File: config.mk
export PLATFORM = sky130hd
export DESIGN_NAME = debounce_multi
export DESIGN_NICKNAME = d
export VERILOG_FILES = /design/src/rtl/debounce_pkg.sv /design/src/rtl/debounce_ch.sv /design/src/rtl/debounce_multi.sv
export SDC_FILE = /design/constraint.sdc
export NUM_CORES = 1
export LEC_CHECK = 0
export CELL_PAD_IN_SITES_DETAIL_PLACEMENT = 1
export CELL_PAD_IN_SITES_GLOBAL_PLACEMENT = 2
export CORE_ASPECT_RATIO = 0.75
export CORE_MARGIN = 10
export CORE_UTILIZATION = 44
export CTS_CLUSTER_SIZE = 8
export DETAILED_ROUTE_END_ITERATION = 10
export PLACE_DENSITY_LB_ADDON = 0.1
export SYNTH_ARGS = -nofsm -noshare
export SYNTH_HDL_FRONTEND = slang
export SYNTH_SLANG_ARGS = --single-unit
File: constraint.sdc
create_clock -name clk -period 3.75 [get_ports clk]
set_clock_uncertainty 0.05 [all_clocks]
set_input_delay 0.375 -clock clk [delete_from_list [all_inputs] [get_ports clk]]
set_output_delay 0.375 -clock clk [all_outputs]
set_load 0.005 [all_outputs]
File: src/rtl/debounce_pkg.sv
// debounce_pkg: shared types and helpers for the multi-channel debouncer.
//   pb_state_e : per-channel event FSM state (REL, PRESS, LONG).
//   cnt_width  : counter width for a count range, $clog2 with a floor of 1.
//   max_int    : larger of two integers, used to size the shared hold counter.
package debounce_pkg;

  typedef enum logic [1:0] {
    REL   = 2'd0,
    PRESS = 2'd1,
    LONG  = 2'd2
  } pb_state_e;

  function automatic int cnt_width(input int max_count);
    return (max_count <= 2) ? 1 : $clog2(max_count);
  endfunction

  function automatic int max_int(input int a, input int b);
    return (a > b) ? a : b;
  endfunction

endpackage

File: src/rtl/debounce_ch.sv
// debounce_ch: one button channel -- optional inversion, 2-flop synchroniser,
// persistence filter and press/long/repeat event FSM.
// Ports:
//   clk, arst_n : clock, asynchronous active-low reset
//   push_btn    : raw asynchronous pin
//   pb_stbl     : debounced level, 1 = pressed
//   pb_rise     : one-cycle pulse on accepted press
//   pb_fall     : one-cycle pulse on accepted release
//   pb_long     : one-cycle long-press / auto-repeat pulse
//   dbg_state   : current event FSM state
// All event outputs are registered single-cycle pulses; there is no handshake,
// a consumer must sample them every cycle.
module debounce_ch
  import debounce_pkg::*;
#(
  parameter int CNT_VAL    = 500_000,
  parameter int LONG_VAL   = 50_000_000,
  parameter bit REPEAT_EN  = 1'b1,
  parameter int REPEAT_VAL = 10_000_000,
  parameter bit ACTIVE_LOW = 1'b0
) (
  input  logic      clk,
  input  logic      arst_n,
  input  logic      push_btn,
  output logic      pb_stbl,
  output logic      pb_rise,
  output logic      pb_fall,
  output logic      pb_long,
  output pb_state_e dbg_state
);

  localparam int CW = cnt_width(CNT_VAL);
  localparam int HW = cnt_width(max_int(LONG_VAL, REPEAT_VAL));
  localparam logic [CW-1:0] CNT_LAST  = CW'(CNT_VAL - 1);
  localparam logic [HW-1:0] LONG_LAST = HW'(LONG_VAL - 1);
  localparam logic [HW-1:0] REP_LAST  = HW'(REPEAT_VAL - 1);

  logic          pin_in;
  logic          sync1_q, sync1_d;
  logic          samp_q, samp_d;
  logic [CW-1:0] cnt_q, cnt_d;
  logic          stbl_q, stbl_d;
  logic          rise_q, rise_d;
  logic          fall_q, fall_d;
  logic          long_q, long_d;
  logic [HW-1:0] hold_q, hold_d;
  pb_state_e     state_q, state_d;
  logic          accept;

  // Inversion happens before the synchroniser so reset value 0 means "released".
  assign pin_in = push_btn ^ ACTIVE_LOW;

  always_comb begin
    sync1_d = pin_in;
    samp_d  = sync1_q;

    // Filter: a differing level must persist CNT_VAL cycles; any agreement restarts.
    accept = 1'b0;
    cnt_d  = cnt_q;
    stbl_d = stbl_q;
    if (samp_q == stbl_q) begin
      cnt_d = '0;
    end else if (cnt_q == CNT_LAST) begin
      accept = 1'b1;
      cnt_d  = '0;
      stbl_d = samp_q;
    end else begin
      cnt_d = cnt_q + 1'b1;
    end
    rise_d = accept & samp_q;
    fall_d = accept & ~samp_q;

    // Event FSM. A release overrides everything, including a pb_long due now.
    state_d = state_q;
    hold_d  = hold_q;
    long_d  = 1'b0;
    if (fall_d) begin
      state_d = REL;
      hold_d  = '0;
    end else begin
      case (state_q)
        REL: begin
          hold_d = '0;
          if (rise_d) state_d = PRESS;
        end
        PRESS: begin
          if (hold_q == LONG_LAST) begin
            long_d  = 1'b1;
            state_d = LONG;
            hold_d  = '0;
          end else begin
            hold_d = hold_q + 1'b1;
          end
        end
        LONG: begin
          // Without repeat the hold counter stays frozen until release.
          if (REPEAT_EN) begin
            if (hold_q == REP_LAST) begin
              long_d = 1'b1;
              hold_d = '0;
            end else begin
              hold_d = hold_q + 1'b1;
            end
          end
        end
        default: begin
          state_d = REL;
          hold_d  = '0;
        end
      endcase
    end
  end

  always_ff @(posedge clk or negedge arst_n) begin
    if (!arst_n) begin
      sync1_q <= 1'b0;
      samp_q  <= 1'b0;
      cnt_q   <= '0;
      stbl_q  <= 1'b0;
      rise_q  <= 1'b0;
      fall_q  <= 1'b0;
      long_q  <= 1'b0;
      hold_q  <= '0;
      state_q <= REL;
    end else begin
      sync1_q <= sync1_d;
      samp_q  <= samp_d;
      cnt_q   <= cnt_d;
      stbl_q  <= stbl_d;
      rise_q  <= rise_d;
      fall_q  <= fall_d;
      long_q  <= long_d;
      hold_q  <= hold_d;
      state_q <= state_d;
    end
  end

  assign pb_stbl   = stbl_q;
  assign pb_rise   = rise_q;
  assign pb_fall   = fall_q;
  assign pb_long   = long_q;
  assign dbg_state = state_q;

endmodule

File: src/rtl/debounce_multi.sv
// debounce_multi: NUM_CH independent push-button debouncers with event pulses.
// Ports:
//   clk, arst_n : clock, asynchronous active-low reset
//   push_btn    : NUM_CH raw asynchronous button pins
//   pb_stbl     : debounced levels, 1 = pressed
//   pb_rise     : one-cycle pulses on accepted press
//   pb_fall     : one-cycle pulses on accepted release
//   pb_long     : one-cycle long-press / auto-repeat pulses
// Per-channel FSM state is available at gen_ch[i].u_ch.dbg_state.
module debounce_multi
  import debounce_pkg::*;
#(
  parameter int NUM_CH     = 4,
  parameter int CNT_VAL    = 500_000,
  parameter int LONG_VAL   = 50_000_000,
  parameter bit REPEAT_EN  = 1'b1,
  parameter int REPEAT_VAL = 10_000_000,
  parameter bit ACTIVE_LOW = 1'b0
) (
  input  logic              clk,
  input  logic              arst_n,
  input  logic [NUM_CH-1:0] push_btn,
  output logic [NUM_CH-1:0] pb_stbl,
  output logic [NUM_CH-1:0] pb_rise,
  output logic [NUM_CH-1:0] pb_fall,
  output logic [NUM_CH-1:0] pb_long
);

  // State taps are not part of the pin interface; they exist for probing only.
  pb_state_e dbg_state_unused [NUM_CH];

  for (genvar i = 0; i < NUM_CH; i++) begin : gen_ch
    debounce_ch #(
      .CNT_VAL   (CNT_VAL),
      .LONG_VAL  (LONG_VAL),
      .REPEAT_EN (REPEAT_EN),
      .REPEAT_VAL(REPEAT_VAL),
      .ACTIVE_LOW(ACTIVE_LOW)
    ) u_ch (
      .clk      (clk),
      .arst_n   (arst_n),
      .push_btn (push_btn[i]),
      .pb_stbl  (pb_stbl[i]),
      .pb_rise  (pb_rise[i]),
      .pb_fall  (pb_fall[i]),
      .pb_long  (pb_long[i]),
      .dbg_state(dbg_state_unused[i])
    );
  end

endmodule

==> results.sh, run 1 <==
export IMPL_synth_fp_nets=1124
export IMPL_routed_via_density=5.28
export IMPL_numPlacedInstances=1415
export IMPL_synth_cell_types=62
export IMPL_setup_viol_count_final=0
export IMPL_avgSynthCellArea_sq_um=9.86
export IMPL_hold_depth=1
export IMPL_synth_enable_flop_cells=0
export IMPL_wirelength_um=23600
export IMPL_path_max_fanout=26
export IMPL_synthesis_area_sq_um=10800
export IMPL_slew_headroom_pct=30.1
export IMPL_antenna_cells=0
export IMPL_io_pins=22
export IMPL_hold_path_class="in2reg"
export IMPL_clk_pin_slew_worst_paths_ps=50
export IMPL_reg2reg_slack_ps=1210
export IMPL_async_reset_ff_share_pct=100
export IMPL_crit_slowest_cell="a211o_1"
export IMPL_grtUsageTotal_pct=15.4
export IMPL_syn_inst=1094
export IMPL_root_buffer="clkbuf_16"
export IMPL_grt_max_degree=103
export IMPL_period_share_pct=67.7
export IMPL_final_cells=1448
export IMPL_grt_pass1_wl_um=41400
export IMPL_grt_overflow=0
export IMPL_fin_area_sq_um=12000
export IMPL_yosys_area_top_type="dfrtp_1"
export IMPL_synth_top_area_share_pct=49.2
export IMPL_cts_buffers=30
export IMPL_wl_per_cell_um=16.3
export IMPL_power_total_mw=4.84
export IMPL_antenna_found_initial=0
export IMPL_hold_viol_final=0
export IMPL_nets=1147
export IMPL_peakVddDrop_v=0.000310
export IMPL_start_kind="register"
export IMPL_cp_arrival_ps=2850
export IMPL_tritoncts="done"
export IMPL_grt_pass1_vias=8120
export IMPL_post_cts_setup_buffers=0
export IMPL_max_stage_delay_ps=680
export IMPL_fmax_mhz=394
export IMPL_ant_nets=0
export IMPL_dr_pass1_iters=4
export IMPL_yosysSeqAreaShare_pct=49.2
export IMPL_area_delta_synth_final_pct=11.5
export IMPL_drtIter0Drc=364
export IMPL_path_class="reg2reg"
export IMPL_dp_hpwl_um=15800
export IMPL_period_minus_slack_ps=2540
export IMPL_synth_warnings=0
export IMPL_tightestPinTransition_ps=1040
export IMPL_drc=0
export IMPL_drive_gt1_share_pct=5.55
export IMPL_p_leak_nw=4.84
export IMPL_vias=7649
export IMPL_fp_row_count=49
export IMPL_end_kind="register"
export IMPL_synthTopCellsByArea="dfrtp_1, nor2_1, xnor2_1"
export IMPL_initial_core_util_pct=44.9
export IMPL_die_h_um=156
export IMPL_worstRegToRegCells=5
export IMPL_fp_coreArea_sq_um=24000
export IMPL_rsz0062_at_grt="false"
export IMPL_numClockSinks=212
export IMPL_whs_ps=234
export IMPL_path_cells="or4bb_1, nor3_1, and3_1, a211o_1, nor2_1"
export IMPL_power_density_nw_per_um2=402
export IMPL_maxCapViolations=0
export IMPL_setup_tns_ps=0
export IMPL_cp_required_ps=4070
export IMPL_fill_cells=2705
export IMPL_die_w_um=201
export IMPL_port_buffers=21
export IMPL_dieArea_sq_um=31200
export IMPL_post_cts_resized=0
export IMPL_ys_flop_type="dfrtp_1"
export IMPL_h_tree_depth=1
export IMPL_maxSlewViolCount=0
export IMPL_gp_congestion=0.744
export IMPL_seqCellArea_sq_um=5310
export IMPL_clk_path_buf_depth=3
export IMPL_status="complete, no violations"
export IMPL_synth_seq_cells=212
export IMPL_place_area_sq_um=11200
export IMPL_insertion_delay_ps=530
export IMPL_postCtsHoldBufs=1
export IMPL_multiInputGateArea_sq_um=5060
[power by group]
part	internal, mW	switching, mW
Combinational	0.0226	0.0709
Clock	1.50	0.924
Sequential	2.31	0.0137
[cell families (layout without fill, tap and decap cells)]
logic type                 count (synthesis)  in the layout  share of synthesized area, %
buffers and inverters                     78            101                          3.87
and+or+nand+nor                          569            569                          27.3
adders and majority gates                 24             24                          2.78
xor gates and xnor gates                 159            159                          12.9
muxes                                      8              8                         0.789
DFF                                      212            212                          49.2
AOI/OAI and AO/OA                         44             44                          3.21
[sequential cells by signal (all words and copies together), names as in the netlist]
name / count
gen_ch.u_ch.dbg_state: 8
gen_ch.u_ch.cnt_q: 76
gen_ch.u_ch.pb_long: 4
gen_ch.u_ch.hold_q: 104
gen_ch.u_ch.samp_d: 4
gen_ch.u_ch.samp_q: 4
gen_ch.u_ch.pb_fall: 4
gen_ch.u_ch.pb_stbl: 4
gen_ch.u_ch.pb_rise: 4
[layout make-up]
cell class,count,share of cell area [%]
sequential,212,44.1
clock inverter,1,0.250
tap,331,3.44
timing repair buffer,28,2.35
clock buffer,31,6.45
inverter,41,1.28
multi-input combinational,804,42.1
[critical path, delay by kind of cell, from the launching register on]
kind,cells,cell delay (ps)
AND/OR/NAND/NOR,4,1200
flip-flops,1,430
AO/OA/AOI/OAI,1,680
[metrics by stage]
stage,setup WS (ps),utilization [%]
CTS,1130,50.0
global route,930,50.0
global placement,1260,46.6
finish,1210,50.0
detailed placement,1120,46.6
floorplan,1760,-
[layout by cell type (no fill, tap or decap), drive strengths merged, types with 4 or more instances in the layout]
cell type      count
a21oi             11
and2              11
and3              37
and4              21
buf                7
clkbuf            31
clkdlybuf4s50     20
dfrtp            212
ha                24
inv               41
mux2               4
mux2i              4
nand2             63
nand3             69
nand4             38
nor2             214
nor2b              9
nor3              36
nor3b              4
nor4              24
nor4b             10
nor4bb             4
o21ai              7
o41ai              4
or2                4
or3                4
or4                7
xnor2             89
xor2              70
[worst paths after layout]
| kind | from | endpoint |
|---|---|---|
| max in group asynchronous | arst_n | gen_ch[0].u_ch.pb_long |
| hold / removal | push_btn[2] | gen_ch[2].u_ch.samp_d |
| setup / recovery | gen_ch[3].u_ch.cnt_q[5] | gen_ch[3].u_ch.hold_q[2] |
| setup reg to reg | gen_ch[3].u_ch.cnt_q[5] | gen_ch[3].u_ch.hold_q[2] |
| min in group asynchronous | arst_n | gen_ch[2].u_ch.cnt_q[9] |
| hold reg to reg | gen_ch[3].u_ch.samp_d | gen_ch[3].u_ch.samp_q |
[synthesized netlist by cell type (all sizes together) (7+ instances only)]
library cell,number
and3,37
and4,21
inv,41
nor2,214
dfrtp,212
clkbuf,7
o21ai,7
xor2,70
nor2b,9
nand3,69
nor4,24
or4,7
xnor2,89
and2,11
nor3,36
ha,24
nand4,38
buf,30
a21oi,11
nand2,63
nor4b,10
[per-layer routing]
layer  part of all wire [%]  track usage, %  routed length, um
met1                     52            22.7              12200
met2                     44            23.5              10300
met3                    2.5            2.24                599
met4                    1.9            3.53                444
met5                      0               0                  0
Note: power is estimated with default switching activity, not from simulation.
==> run 2, diff against run 1 <==
--- a/config.mk
+++ b/config.mk
@@ -9,7 +9,7 @@
 export CELL_PAD_IN_SITES_GLOBAL_PLACEMENT = 2
 export CORE_ASPECT_RATIO = 0.75
 export CORE_MARGIN = 10
-export CORE_UTILIZATION = 44
+export CORE_UTILIZATION = 37
 export CTS_CLUSTER_SIZE = 8
 export DETAILED_ROUTE_END_ITERATION = 10
 export PLACE_DENSITY_LB_ADDON = 0.1
==> constraint.sdc (replaced) <==
create_clock -name clk -period 2.3 [get_ports clk]
set_clock_uncertainty 0.05 [all_clocks]
set_input_delay 0.23 -clock clk [delete_from_list [all_inputs] [get_ports clk]]
set_output_delay 0.23 -clock clk [all_outputs]
set_load 0.005 [all_outputs]
==> run 2 against run 1 <==
  * Critical path depth rose by 1
  * Hold slack got worse by 160 ps
  * Cell area is 2.7% higher
  * Final cell count rose by 5.7%
  * Worst setup slack got worse by 1100 ps
  * Count of clock-buffer cells in the layout is the same
  * Routed wire length up 2.4%
  * Core utilization fell by 7.3 points
  * Via count increased by 1.7%
  * Power rose by 64%
  * Critical endpoint is now gen_ch[2].u_ch.hold_q[16]
  * Highest routed layer unchanged
==> results.sh, run 2 (synthesis gave the netlist of run 1 again) <==
export IMPL_status="complete, no violations"
export IMPL_grt_pass1_vias=8207
export IMPL_die_w_um=217
export IMPL_min_from="push_btn[2]"
export IMPL_nets=1168
export IMPL_dr_pass1_iters=6
export IMPL_pwr_share_seq_pct=47.7
export IMPL_fmax_mhz=463
export IMPL_drc=0
export IMPL_initial_core_util_pct=37.3
export IMPL_root_buffer="clkbuf_16"
export IMPL_fp_coreArea_sq_um=28900
export IMPL_slew_headroom_pct=49.1
export IMPL_antenna_found_initial=0
export IMPL_antenna_cells=0
export IMPL_grt_pass1_wl_um=42600
export IMPL_die_h_um=168
export IMPL_period_minus_slack_ps=2160
export IMPL_place_area_sq_um=11500
export IMPL_cp_arrival_ps=2540
export IMPL_fin_area_sq_um=12300
export IMPL_crit_family="simple AND/OR/NAND/NOR gates"
export IMPL_drtIter0Drc=353
export IMPL_p_leak_nw=4.98
export IMPL_setup_ws_ps=142
export IMPL_clk_path_buf_depth=3
export IMPL_end_kind="register"
export IMPL_internal_power_mw=6.24
export IMPL_grt_max_degree=56
export IMPL_dp_hpwl_um=16500
export IMPL_routed_via_density=5.08
export IMPL_wl_per_cell_um=15.8
export IMPL_timing_rr_end="gen_ch[2].u_ch.hold_q[16]"
export IMPL_rsz0062_at_grt="false"
export IMPL_h_tree_depth=1
export IMPL_switchingPower_mw=1.69
export IMPL_hold_path_end="gen_ch[2].u_ch.samp_d"
export IMPL_worst_r2r_startpoint="gen_ch[2].u_ch.hold_q[11]"
export IMPL_path_class="reg2reg"
export IMPL_setup_tns_ps=0
export IMPL_period_share_pct=93.8
export IMPL_max_stage_delay_ps=570
export IMPL_port_buffers=21
export IMPL_clk_pin_slew_worst_paths_ps=50
export IMPL_numClockSinks=212
export IMPL_vias=7779
export IMPL_reg2reg_slack_ps=140
export IMPL_power_total_mw=7.93
export IMPL_crit_slowest_cell="or4_4"
export IMPL_dieArea_sq_um=36500
export IMPL_path_cells="or4_4, nor4_4, a31oi_1, o211ai_4, buf_12, nor2_1"
export IMPL_dpl_worst_slack_ps=140
export IMPL_tightestPinTransition_ps=763
export IMPL_grt_overflow=0
export IMPL_tritoncts="done"
export IMPL_largest_register="gen_ch.u_ch.hold_q"
export IMPL_post_cts_setup_buffers=0
export IMPL_layout_common_cells="nor2_1, dfrtp_1, xnor2_1"
export IMPL_layout_commonest_cell="nor2_1"
export IMPL_maxSlewViolCount=0
export IMPL_p_comb_share_pct=2.0
export IMPL_grtUsageTotal_pct=13.7
export IMPL_insertion_delay_ps=550
export IMPL_cts_buffers=30
export IMPL_swShare_pct=21.3
export IMPL_maxCapViolations=0
export IMPL_fp_row_count=54
export IMPL_drive_gt1_share_pct=7.38
export IMPL_hold_depth=1
export IMPL_peakVddDrop_v=0.000454
export IMPL_setup_viol_count_final=0
export IMPL_power_density_nw_per_um2=643
export IMPL_hold_path_class="in2reg"
export IMPL_worstRegToRegCells=6
export IMPL_hold_viol_final=0
export IMPL_ant_nets=0
export IMPL_area_delta_synth_final_pct=14.5
export IMPL_wirelength_um=24200
export IMPL_start_kind="register"
export IMPL_clkPwrFrac_pct=50.3
export IMPL_path_max_fanout=26
export IMPL_path_buf_inv=1
export IMPL_io_pins=22
export IMPL_largest_register_ffs=104
export IMPL_cp_required_ps=2680
export IMPL_gp_congestion=0.722
## run 2: changes by cell type in the layout (fill, tap and decap cells not counted), sizes merged
cell  before  now
buf        7   28
## run 2: repair_timing
action	CTS	global route
gates resized for setup	0	2
hold buffers	1	0
setup endpoints to repair	0	17
endpoints found under the hold margin	139	0
## run 2: worst max path at each step
stage,from,end,slack [ps],cells after the start
floorplan,gen_ch[1].u_ch.hold_q[0],gen_ch[1].u_ch.hold_q[6],310,8
global placement,gen_ch[2].u_ch.hold_q[0],gen_ch[2].u_ch.hold_q[25],160,7
detailed placement,gen_ch[2].u_ch.hold_q[0],gen_ch[2].u_ch.hold_q[21],140,7
CTS,gen_ch[1].u_ch.hold_q[0],gen_ch[1].u_ch.hold_q[2],140,7
global route,gen_ch[2].u_ch.hold_q[0],gen_ch[2].u_ch.hold_q[5],10,7
finish,gen_ch[2].u_ch.hold_q[11],gen_ch[2].u_ch.hold_q[16],140,6
## run 2: power by group through the flow
stage          logic [mW]  clock network (mW)  registers, mW
6_report            0.160                3.99           3.78
3_5_place_dp        0.170                   0           3.84
3_3_place_gp        0.168                   0           3.84
2_1_floorplan      0.0500                   0           3.84
5_1_grt             0.191                4.32           3.78
4_1_cts             0.172                4.16           3.78
## run 2: per-stage QoR
stage	utilization (%)	cells	hold slack, ps
after global routing	42.7	1530	65.4
after global placement	39.8	1497	149
final	42.7	1530	71.9
after CTS	42.7	1530	45.7
after detailed placement	39.8	1497	149
after floorplan	-	1094	-116
## run 2: area by class of cell
type                    instances  area [sq um]
fillers                      3359         16600
well taps                     392           490
clock buffers                  31           776
clock inverters                 1          30.0
flip-flops and latches        212          5310
inverters                      41           154
multi-input cells             804          5080
repair buffers                 49           515
## run 2: per-layer routing
| layer | routed length [um] | share of wire, % | GRT usage (%) | vias to the layer above |
|---|---|---|---|---|
| li1 | - | - | - | 3810 |
| met1 | 12900 | 53 | 20.4 | 3872 |
| met2 | 10100 | 42 | 20.0 | 57 |
| met3 | 657 | 2.7 | 2.53 | 40 |
| met4 | 486 | 2.0 | 3.22 | 0 |
| met5 | 0 | 0 | 0 | - |
